**config.mk**
```make
export PLATFORM = sky130hd
export DESIGN_NAME = mc_control_unit
export DESIGN_NICKNAME = d
export VERILOG_FILES = /design/src/rtl/mc_control_unit_pkg.sv /design/src/rtl/mc_control_unit_instr_decoder.sv /design/src/rtl/mc_control_unit.sv
export SDC_FILE = /design/constraint.sdc
export NUM_CORES = 1
export LEC_CHECK = 0
export ABC_AREA = 0
export BUFFER_PORTS_ARGS = -buffer_cell sky130_fd_sc_hd__buf_2
export CAP_MARGIN = 20
export CORE_MARGIN = 2
export CORE_UTILIZATION = 40
export DETAILED_ROUTE_END_ITERATION = 8
export GPL_TIMING_DRIVEN = 0
export PLACE_DENSITY = 0.63
export SYNTH_ARGS = -nofsm -noshare
export SYNTH_HDL_FRONTEND = slang
export SYNTH_SLANG_ARGS = --single-unit
export TNS_END_PERCENT = 20
```
**constraint.sdc**
```tcl
create_clock -name clk -period 2.7 [get_ports clk]
set_input_delay 0.405 -clock clk [delete_from_list [all_inputs] [get_ports clk]]
set_output_delay 0.405 -clock clk [all_outputs]
set_load 0.02 [all_outputs]
```
**src/rtl/mc_control_unit_pkg.sv**
```systemverilog
// Shared RV32I control definitions: opcodes, ALU/writeback codes, FSM states
// and the registered control word produced by the decoder.
package mc_control_unit_pkg;

  localparam logic [6:0] OP_R     = 7'b0110011;
  localparam logic [6:0] OP_I     = 7'b0010011;
  localparam logic [6:0] OP_L     = 7'b0000011;
  localparam logic [6:0] OP_S     = 7'b0100011;
  localparam logic [6:0] OP_B     = 7'b1100011;
  localparam logic [6:0] OP_LUI   = 7'b0110111;
  localparam logic [6:0] OP_AUIPC = 7'b0010111;
  localparam logic [6:0] OP_JAL   = 7'b1101111;
  localparam logic [6:0] OP_JALR  = 7'b1100111;

  localparam logic [3:0]  ALU_ADD   = 4'b0000;
  localparam logic [31:0] NOP_INSTR = 32'h0000_0013;

  localparam logic [2:0] WB_ALU   = 3'b000;
  localparam logic [2:0] WB_LOAD  = 3'b001;
  localparam logic [2:0] WB_LUI   = 3'b010;
  localparam logic [2:0] WB_AUIPC = 3'b011;
  localparam logic [2:0] WB_PC4   = 3'b100;

  typedef enum logic [2:0] {
    S_FETCH   = 3'd0,
    S_DECODE  = 3'd1,
    S_EXECUTE = 3'd2,
    S_MEM     = 3'd3,
    S_WB      = 3'd4,
    S_TRAP    = 3'd7
  } state_e;

  // Path an instruction takes once it leaves EXECUTE.
  typedef enum logic [1:0] {F_WB, F_ST, F_LD, F_BR} flow_e;

  typedef struct packed {
    flow_e      flow;
    logic [3:0] alu;
    logic       alu_src;
    logic [2:0] wb_sel;
    logic [1:0] d_size;
    logic [2:0] load_type;
    logic       jal;
    logic       jalr;
  } ctrl_t;

endpackage

```
**src/rtl/mc_control_unit_instr_decoder.sv**
```systemverilog
// Combinational RV32I decode of the latched instruction into a control word.
module instr_decoder
  import mc_control_unit_pkg::*;
(
  input  logic [31:0] instr,
  output ctrl_t       ctrl,
  output logic        illegal
);
  logic [2:0] f3;
  logic       f7b;
  logic       unused_bits;

  assign f3  = instr[14:12];
  assign f7b = instr[30];
  assign unused_bits = ^{instr[31], instr[29:15], instr[11:7]};

  always_comb begin
    ctrl    = '0;
    illegal = 1'b0;
    case (instr[6:0])
      OP_R: ctrl.alu = {f7b, f3};
      OP_I: begin
        // only the shift-right pair uses funct7[5]; addi etc. carry imm bits there
        ctrl.alu     = (f3 == 3'b101) ? {f7b, f3} : {1'b0, f3};
        ctrl.alu_src = 1'b1;
      end
      OP_L: begin
        ctrl.flow    = F_LD;
        ctrl.alu_src = 1'b1;
        ctrl.wb_sel  = WB_LOAD;
        case (f3)
          3'b000, 3'b001, 3'b010, 3'b100, 3'b101: ctrl.load_type = f3;
          default:                                ctrl.load_type = 3'b000;
        endcase
      end
      OP_S: begin
        ctrl.flow    = F_ST;
        ctrl.alu_src = 1'b1;
        case (f3)
          3'b000:  ctrl.d_size = 2'b10;
          3'b001:  ctrl.d_size = 2'b01;
          default: ctrl.d_size = 2'b00;
        endcase
      end
      OP_B: begin
        ctrl.flow = F_BR;
        ctrl.alu  = {1'b0, f3};
      end
      OP_LUI: begin
        ctrl.alu_src = 1'b1;
        ctrl.wb_sel  = WB_LUI;
      end
      OP_AUIPC: begin
        ctrl.alu_src = 1'b1;
        ctrl.wb_sel  = WB_AUIPC;
      end
      OP_JAL: begin
        ctrl.wb_sel = WB_PC4;
        ctrl.jal    = 1'b1;
      end
      OP_JALR: begin
        ctrl.alu_src = 1'b1;
        ctrl.wb_sel  = WB_PC4;
        ctrl.jalr    = 1'b1;
      end
      default: illegal = 1'b1;
    endcase
  end
endmodule

```
**src/rtl/mc_control_unit.sv**
```systemverilog
// Multi-cycle RV32I control unit: FETCH/DECODE/EXECUTE/MEM/WB sequencer with
// memory ready handshakes and a sticky TRAP state for illegal opcodes.
module mc_control_unit
  import mc_control_unit_pkg::*;
#(
  parameter bit MEM_HANDSHAKE = 1'b1,
  parameter bit TRAP_EN       = 1'b1
) (
  input  logic        clk,
  input  logic        reset,
  input  logic [31:0] instr_code,
  input  logic        i_ready,
  input  logic        d_ready,
  output logic        ir_en,
  output logic        pc_en,
  output logic [3:0]  alu_controls,
  output logic        aluSrcMuxSel,
  output logic        reg_wr_en,
  output logic        d_wr_en,
  output logic        d_rd_en,
  output logic [1:0]  d_size,
  output logic [2:0]  load_type,
  output logic [2:0]  RegWdataSel,
  output logic        branch,
  output logic        jal,
  output logic        jalr,
  output logic        illegal,
  output logic [2:0]  state_dbg
);
  state_e      state, state_nxt;
  logic [31:0] ir;
  ctrl_t       ctrl_q, dec_ctrl;
  logic        dec_illegal;
  logic        i_rdy, d_rdy;
  logic        sel_on;

  assign i_rdy = MEM_HANDSHAKE ? i_ready : 1'b1;
  assign d_rdy = MEM_HANDSHAKE ? d_ready : 1'b1;

  instr_decoder u_dec (
    .instr   (ir),
    .ctrl    (dec_ctrl),
    .illegal (dec_illegal)
  );

  always_ff @(posedge clk) begin
    if (reset) state <= S_FETCH;
    else       state <= state_nxt;
  end

  // IR and decoded control word; decode happens once, in DECODE.
  always_ff @(posedge clk) begin
    if (reset) begin
      ir     <= NOP_INSTR;
      ctrl_q <= '0;
    end else begin
      if (state == S_FETCH && i_rdy) ir <= instr_code;
      if (state == S_DECODE)         ctrl_q <= dec_ctrl;
    end
  end

  always_comb begin
    state_nxt = state;
    case (state)
      S_FETCH:  if (i_rdy) state_nxt = S_DECODE;
      S_DECODE: begin
        if (dec_illegal) state_nxt = TRAP_EN ? S_TRAP : S_FETCH;
        else             state_nxt = S_EXECUTE;
      end
      S_EXECUTE: begin
        case (ctrl_q.flow)
          F_ST, F_LD: state_nxt = S_MEM;
          F_BR:       state_nxt = S_FETCH;
          default:    state_nxt = S_WB;
        endcase
      end
      S_MEM:  if (d_rdy) state_nxt = (ctrl_q.flow == F_ST) ? S_FETCH : S_WB;
      S_WB:   state_nxt = S_FETCH;
      S_TRAP: state_nxt = S_TRAP;
      default: state_nxt = S_FETCH;
    endcase
  end

  always_comb begin
    ir_en     = (state == S_FETCH) && i_rdy && !reset;
    pc_en     = 1'b0;
    reg_wr_en = 1'b0;
    d_wr_en   = 1'b0;
    d_rd_en   = 1'b0;
    branch    = 1'b0;
    jal       = 1'b0;
    jalr      = 1'b0;
    illegal   = 1'b0;
    sel_on    = 1'b0;
    case (state)
      S_DECODE: pc_en = dec_illegal && !TRAP_EN;
      S_EXECUTE: begin
        sel_on = 1'b1;
        branch = (ctrl_q.flow == F_BR);
        pc_en  = (ctrl_q.flow == F_BR);
      end
      S_MEM: begin
        sel_on  = 1'b1;
        d_wr_en = (ctrl_q.flow == F_ST);
        d_rd_en = (ctrl_q.flow == F_LD);
        pc_en   = (ctrl_q.flow == F_ST) && d_rdy;
      end
      S_WB: begin
        sel_on    = 1'b1;
        reg_wr_en = 1'b1;
        pc_en     = 1'b1;
        jal       = ctrl_q.jal;
        jalr      = ctrl_q.jalr;
      end
      S_TRAP:  illegal = 1'b1;
      default: ;
    endcase
    // selects are held steady across EXECUTE..WB and parked at zero elsewhere
    alu_controls = sel_on ? ctrl_q.alu       : ALU_ADD;
    aluSrcMuxSel = sel_on ? ctrl_q.alu_src   : 1'b0;
    RegWdataSel  = sel_on ? ctrl_q.wb_sel    : WB_ALU;
    d_size       = sel_on ? ctrl_q.d_size    : 2'b00;
    load_type    = sel_on ? ctrl_q.load_type : 3'b000;
  end

  assign state_dbg = state;
endmodule

```
**After elaboration in Yosys (flattened, before gate mapping)**

Cells that the tools add are included.

- Flip-flop bits (word level): 51
- Input port bits: 36
- Output and inout port bits: 25
- Word-level logic and storage cells: 77

- Equality and inequality tests: 23
- Mux-type cells: 31
- Reduce and logical (&&, ||, !) cells: 13

Operator list:

| operator | number |
|---|---|
| 3-bit 2-to-1 mux | 8 |
| 7-bit by 6-bit == test with 1-bit output, second input constant | 3 |
| 7-bit == test, second input constant | 3 |
| 3-bit one-hot mux with 5 select lines | 1 |
| 7-bit by 5-bit == test with 1-bit output, second input constant | 2 |
| 3-bit == test, second input constant | 4 |
| 1-bit 2-to-1 mux | 12 |
| 3-bit one-hot mux with 4 select lines | 1 |
| 4-bit one-hot mux with 3 select lines | 1 |
| 3-bit by 2-bit == test with 1-bit output, second input constant | 3 |
| 9-bit OR reduction | 1 |
| 4-bit 2-to-1 mux | 2 |
| 7-bit by 2-bit == test with 1-bit output, second input constant | 1 |
| 3-bit by 1-bit == test with 1-bit output, second input constant | 2 |
| 3-bit logical NOT | 2 |
| 2-bit one-hot mux with 3 select lines | 1 |
| 3-bit one-hot mux with 2 select lines | 1 |
| 6-bit OR reduction | 1 |
| 5-bit OR reduction | 1 |
| 2-bit == test, second input constant | 2 |
| 2-bit 2-to-1 mux | 2 |
| 2-bit inequality test, second input constant | 2 |
| 2-bit one-hot mux with 2 select lines | 1 |
| 2-bit OR reduction | 2 |
| 6 further kinds | 8 |

**Longest topological paths before layout**

- Depth in word-level cells: 4
- Mapped depth: 6
- Gate-level depth less buffers: 6

**Cells and area by module**

Synthesis repeated with hierarchy kept, for this count alone.

- Cell total of the unflattened synthesis: 321
- Area total of the unflattened synthesis: 2443.6 sq um

Modules (own cells, without submodules):

| module | instances | cells an instance | area each (sq um) | sequential area each (sq um) |
|---|---|---|---|---|
| mc_control_unit | 1 | 279 | 2163.3 | 1041.0 |
| instr_decoder | 1 | 42 | 280.3 | 0.0 |

**Worst setup path before layout**

OpenSTA, ideal clock, no wires.

- Kind: register to output
- Start point: register state[0] (netlist: state_dbg[0])
- End point: output port RegWdataSel[0]
- Data arrival time: 1529 ps
- Data required time: 2295 ps
- Slack: 766 ps
- Cell stages (with the launch flop): 6
- Buffers on the path: 1
- Path through: dfxtp_1 nor2_1 and2_1 nor2_1 clkbuf_1 nor2b_1

- Cells in the longest elaborated chain, start to end: 4
- Elaborated cells on any way between the ends: 6
- Classes of those cells: 3 x eq/ne; 2 x mux; 1 x reduce/logical

Ends and longest elaborated chain:

| item | line | RTL |
|---|---|---|
| start: declaration | mc_control_unit.sv:30 | `state_e state, state_nxt;` |
| start signal: assignment | mc_control_unit.sv:48 | `else state <= state_nxt;` |
| 3-bit == test / 3-bit by 2-bit == test with 1-bit output (equally long branches) | mc_control_unit.sv:95 | `case (state)` |
| 3-bit OR reduction (no source line) * | - |  |
| 1-bit 2-to-1 mux * | mc_control_unit.sv:95 |  |
| 3-bit 2-to-1 mux * | mc_control_unit.sv:121 | `RegWdataSel = sel_on ? ctrl_q.wb_sel : WB_ALU;` |
| end: declaration | mc_control_unit.sv:23 | `output logic [2:0] RegWdataSel,` |

Mark *: on every way between the ends. The rest lies on a longest branch, timed or not.

**Final worst setup path**

Ends and elaborated chain as after synthesis.

==> results.toml <==
[run_status]
status = "finished, final reports clean"

[worst_setup_path]
reg2reg_depth = 4
critPathKind = "flip-flop to primary output"
critical_path_arrival_ns = 1.93
cp.required_ns = 2.30
cp-start-kind = "flip-flop"
worstPathMaxFanout = 10
cp-end-kind = "primary output"

[synthesis]
synth-xor-area-share_pct = 0.5529
synthCells = 205
synth_fa_ha_area_share_pct = 3.160
synth.cell_area_sq_mm = 0.001584
async_reset_ff_share_pct = 0
yosysWarnings = 0
ys_types = 36
synthMuxAreaShare_pct = 0
synth_compound_area_share_pct = 16.67
synth_area_leaders = "dfxtp_1, nand2_1, a21oi_1"
synth_largest_area_cell = "dfxtp_1"
ys_seq_elements = 31
syn_area_per_cell_sq_um = 7.727
synthFlopType = "dfxtp_1"
synth_top_family_by_area = "simple AND/OR/NAND/NOR gates"
synth-edff-count = 0
synthSimpleGateAreaFrac_pct = 36.10
synth_top_area_share_pct = 39.18
syn-num-nets = 245
ys_seq_area_share_pct = 39.18

[cts]
tritoncts = "done"
ctsResizeCount = 0
cts_sinks = 31
ctsLongestPathBuffers = 2
cts-hold-fix-buffers = 0
cts_setup_buffers = 0
ctsHtreeMaxLevel = 2
cts_buffers = 5
clk_latency_ns = 0.28
clk_pin_slew_ns = 0.06
root_buffer = "clkbuf_8"

[hold_path]
hold_class = "primary input to flip-flop"
hold_depth = 3

[global_routing]
grt_pass1_wl_microns = 6354
grt_max_degree = 11
antenna_found_initial = 0
grt_pass1_vias = 1302
grt-ovfl-total = 0
grtUsageTotal_pct = 18.85

[final_layout]
diodes = 0
drive_above_1_share_pct = 19.44
layout_common_cells = "buf_2, nand2_1, dfxtp_1"
utilization_pct = 51.30
layout.cells.most_common = "buf_2"
final_nets = 291
syn_to_final_growth_pct = 21.25

[detailed_routing]
vias = 1521
viasPerCell = 5.070
wl_per_cell_microns = 12.70
drtAntennaViolNets = 0
drtPass1Iterations = 4
wl_microns = 3809
dr.first_iter.drc_count = 73
drc = 0

[sta]
slew_headroom_pct = 66.56
slew_violations = 0
setup_tns_ns = 0
min_period_ns = 2.334
tightest_slew_ns = 0.4946
fin_crit_sh_pct = 86.46
clock_skew_ns = 0.004025
finalSetupViolations = 0
hold_viol = 0
max_freq_mhz = 428.4
rsz0062_at_grt = "false"

[placed_design]
hpwlAfterDp_microns = 2857
io_buffers = 39
gp_congestion = 0.8462

[power]
p_leak_uw = 0.0008074
vdd_ir_drop_max_mv = 0.4124
p_per_area_mw_per_mm2 = 701.8

[die]
fp.dieW_microns = 66.93
die_height_microns = 66.93
die-area_sq_mm = 0.004480
pin_count = 61
coreArea_sq_mm = 0.003744
rows = 22
start_util_pct = 42.31

[run]
maxCapViolCount = 0
-- critical path: stages (launching register included) --
cell	delay, ns
dfxtp_1	0.46
nor2_1	0.12
and2_1	0.21
nor2_1	0.26
clkbuf_1	0.35
nor2b_1	0.08
buf_2	0.17
-- cell families after synthesis --
logic type	after synthesis
buffers and inverters	18
flip-flops	31
adder cells (fa/ha/maj)	4
AND/OR/NAND/NOR	110
XOR/XNOR	1
AO/OA/AOI/OAI	41
-- worst paths after layout --
| check | endpoint | slack (ns) | from |
|---|---|---|---|
| worst max-delay path | RegWdataSel[0] | 0.37 | state_dbg[0]$_SDFFE_PP0P_ |
| worst max register to register | state_dbg[2]$_SDFFE_PP0P_ | 0.89 | state_dbg[0]$_SDFFE_PP0P_ |
| worst min-delay path | ir[0]$_SDFFE_PP1P_ | 0.34 | instr_code[0] |
| worst min register to register | ctrl_q[14]$_SDFFE_PP0P_ | 0.45 | ctrl_q[14]$_SDFFE_PP0P_ |
-- power by group --
group,total [uW],internal (uW),switching [uW]
combinational,450,157,293
clock,338,180,158
sequential,560,505,54.8
total,1350,843,505
-- per-stage QoR --
step | hold WS [ns] | instance area [sq um] | instances | setup slack [ns] | power, uW
floorplan | 0.4273 | 1584 | 205 | 0.7664 | 889.2
global placement | 0.4357 | 1839 | 292 | 0.6271 | 1012
detailed placement | 0.4418 | 1839 | 292 | 0.6208 | 1018
CTS | 0.3314 | 1921 | 300 | 0.3161 | 1354
global route | 0.3423 | 1921 | 300 | 0.2341 | 1450
finish | 0.3382 | 1921 | 300 | 0.3656 | 1348
-- state kept, by name (all words and copies together), names as in the netlist --
signal / cells
ctrl_q: 17
ir: 11
state_dbg: 3
-- cell type report --
class                           count  area, sq um
Timing Repair Buffer               39        195.2
Inverter                            4        15.01
Multi-Input combinational cell    156        894.6
Sequential cell                    31        620.6
Clock inverter                      1        5.005
Clock buffer                        7        76.32
Tap cell                           48        60.06
Fill cell                         399         1823
Buffer                             14        53.80
-- synth_stat cells, drive strengths merged (2+ instances only) --
library cell / count
nand4: 2
a22oi: 4
nor4b: 2
a32oi: 2
nor2: 24
nand4bb: 2
a21oi: 22
nand3b: 5
inv: 4
ha: 4
a211o: 3
a211oi: 4
nor3: 8
nand2b: 3
nor2b: 15
nand4b: 2
and3: 5
dfxtp: 31
clkbuf: 13
nand3: 2
nand2: 34
-- metal layers --
metal | part of all wire, % | wire, microns | vias to the layer above | track usage [%]
li1 | - | - | 802 | -
met1 | 53 | 2022 | 671 | 28.67
met2 | 41 | 1561 | 39 | 25.00
met3 | 4.5 | 172 | 9 | 4.392
met4 | 1.4 | 53 | 0 | 7.398
met5 | 0 | 0 | - | 0
Note: power is estimated with default switching activity, not from simulation.
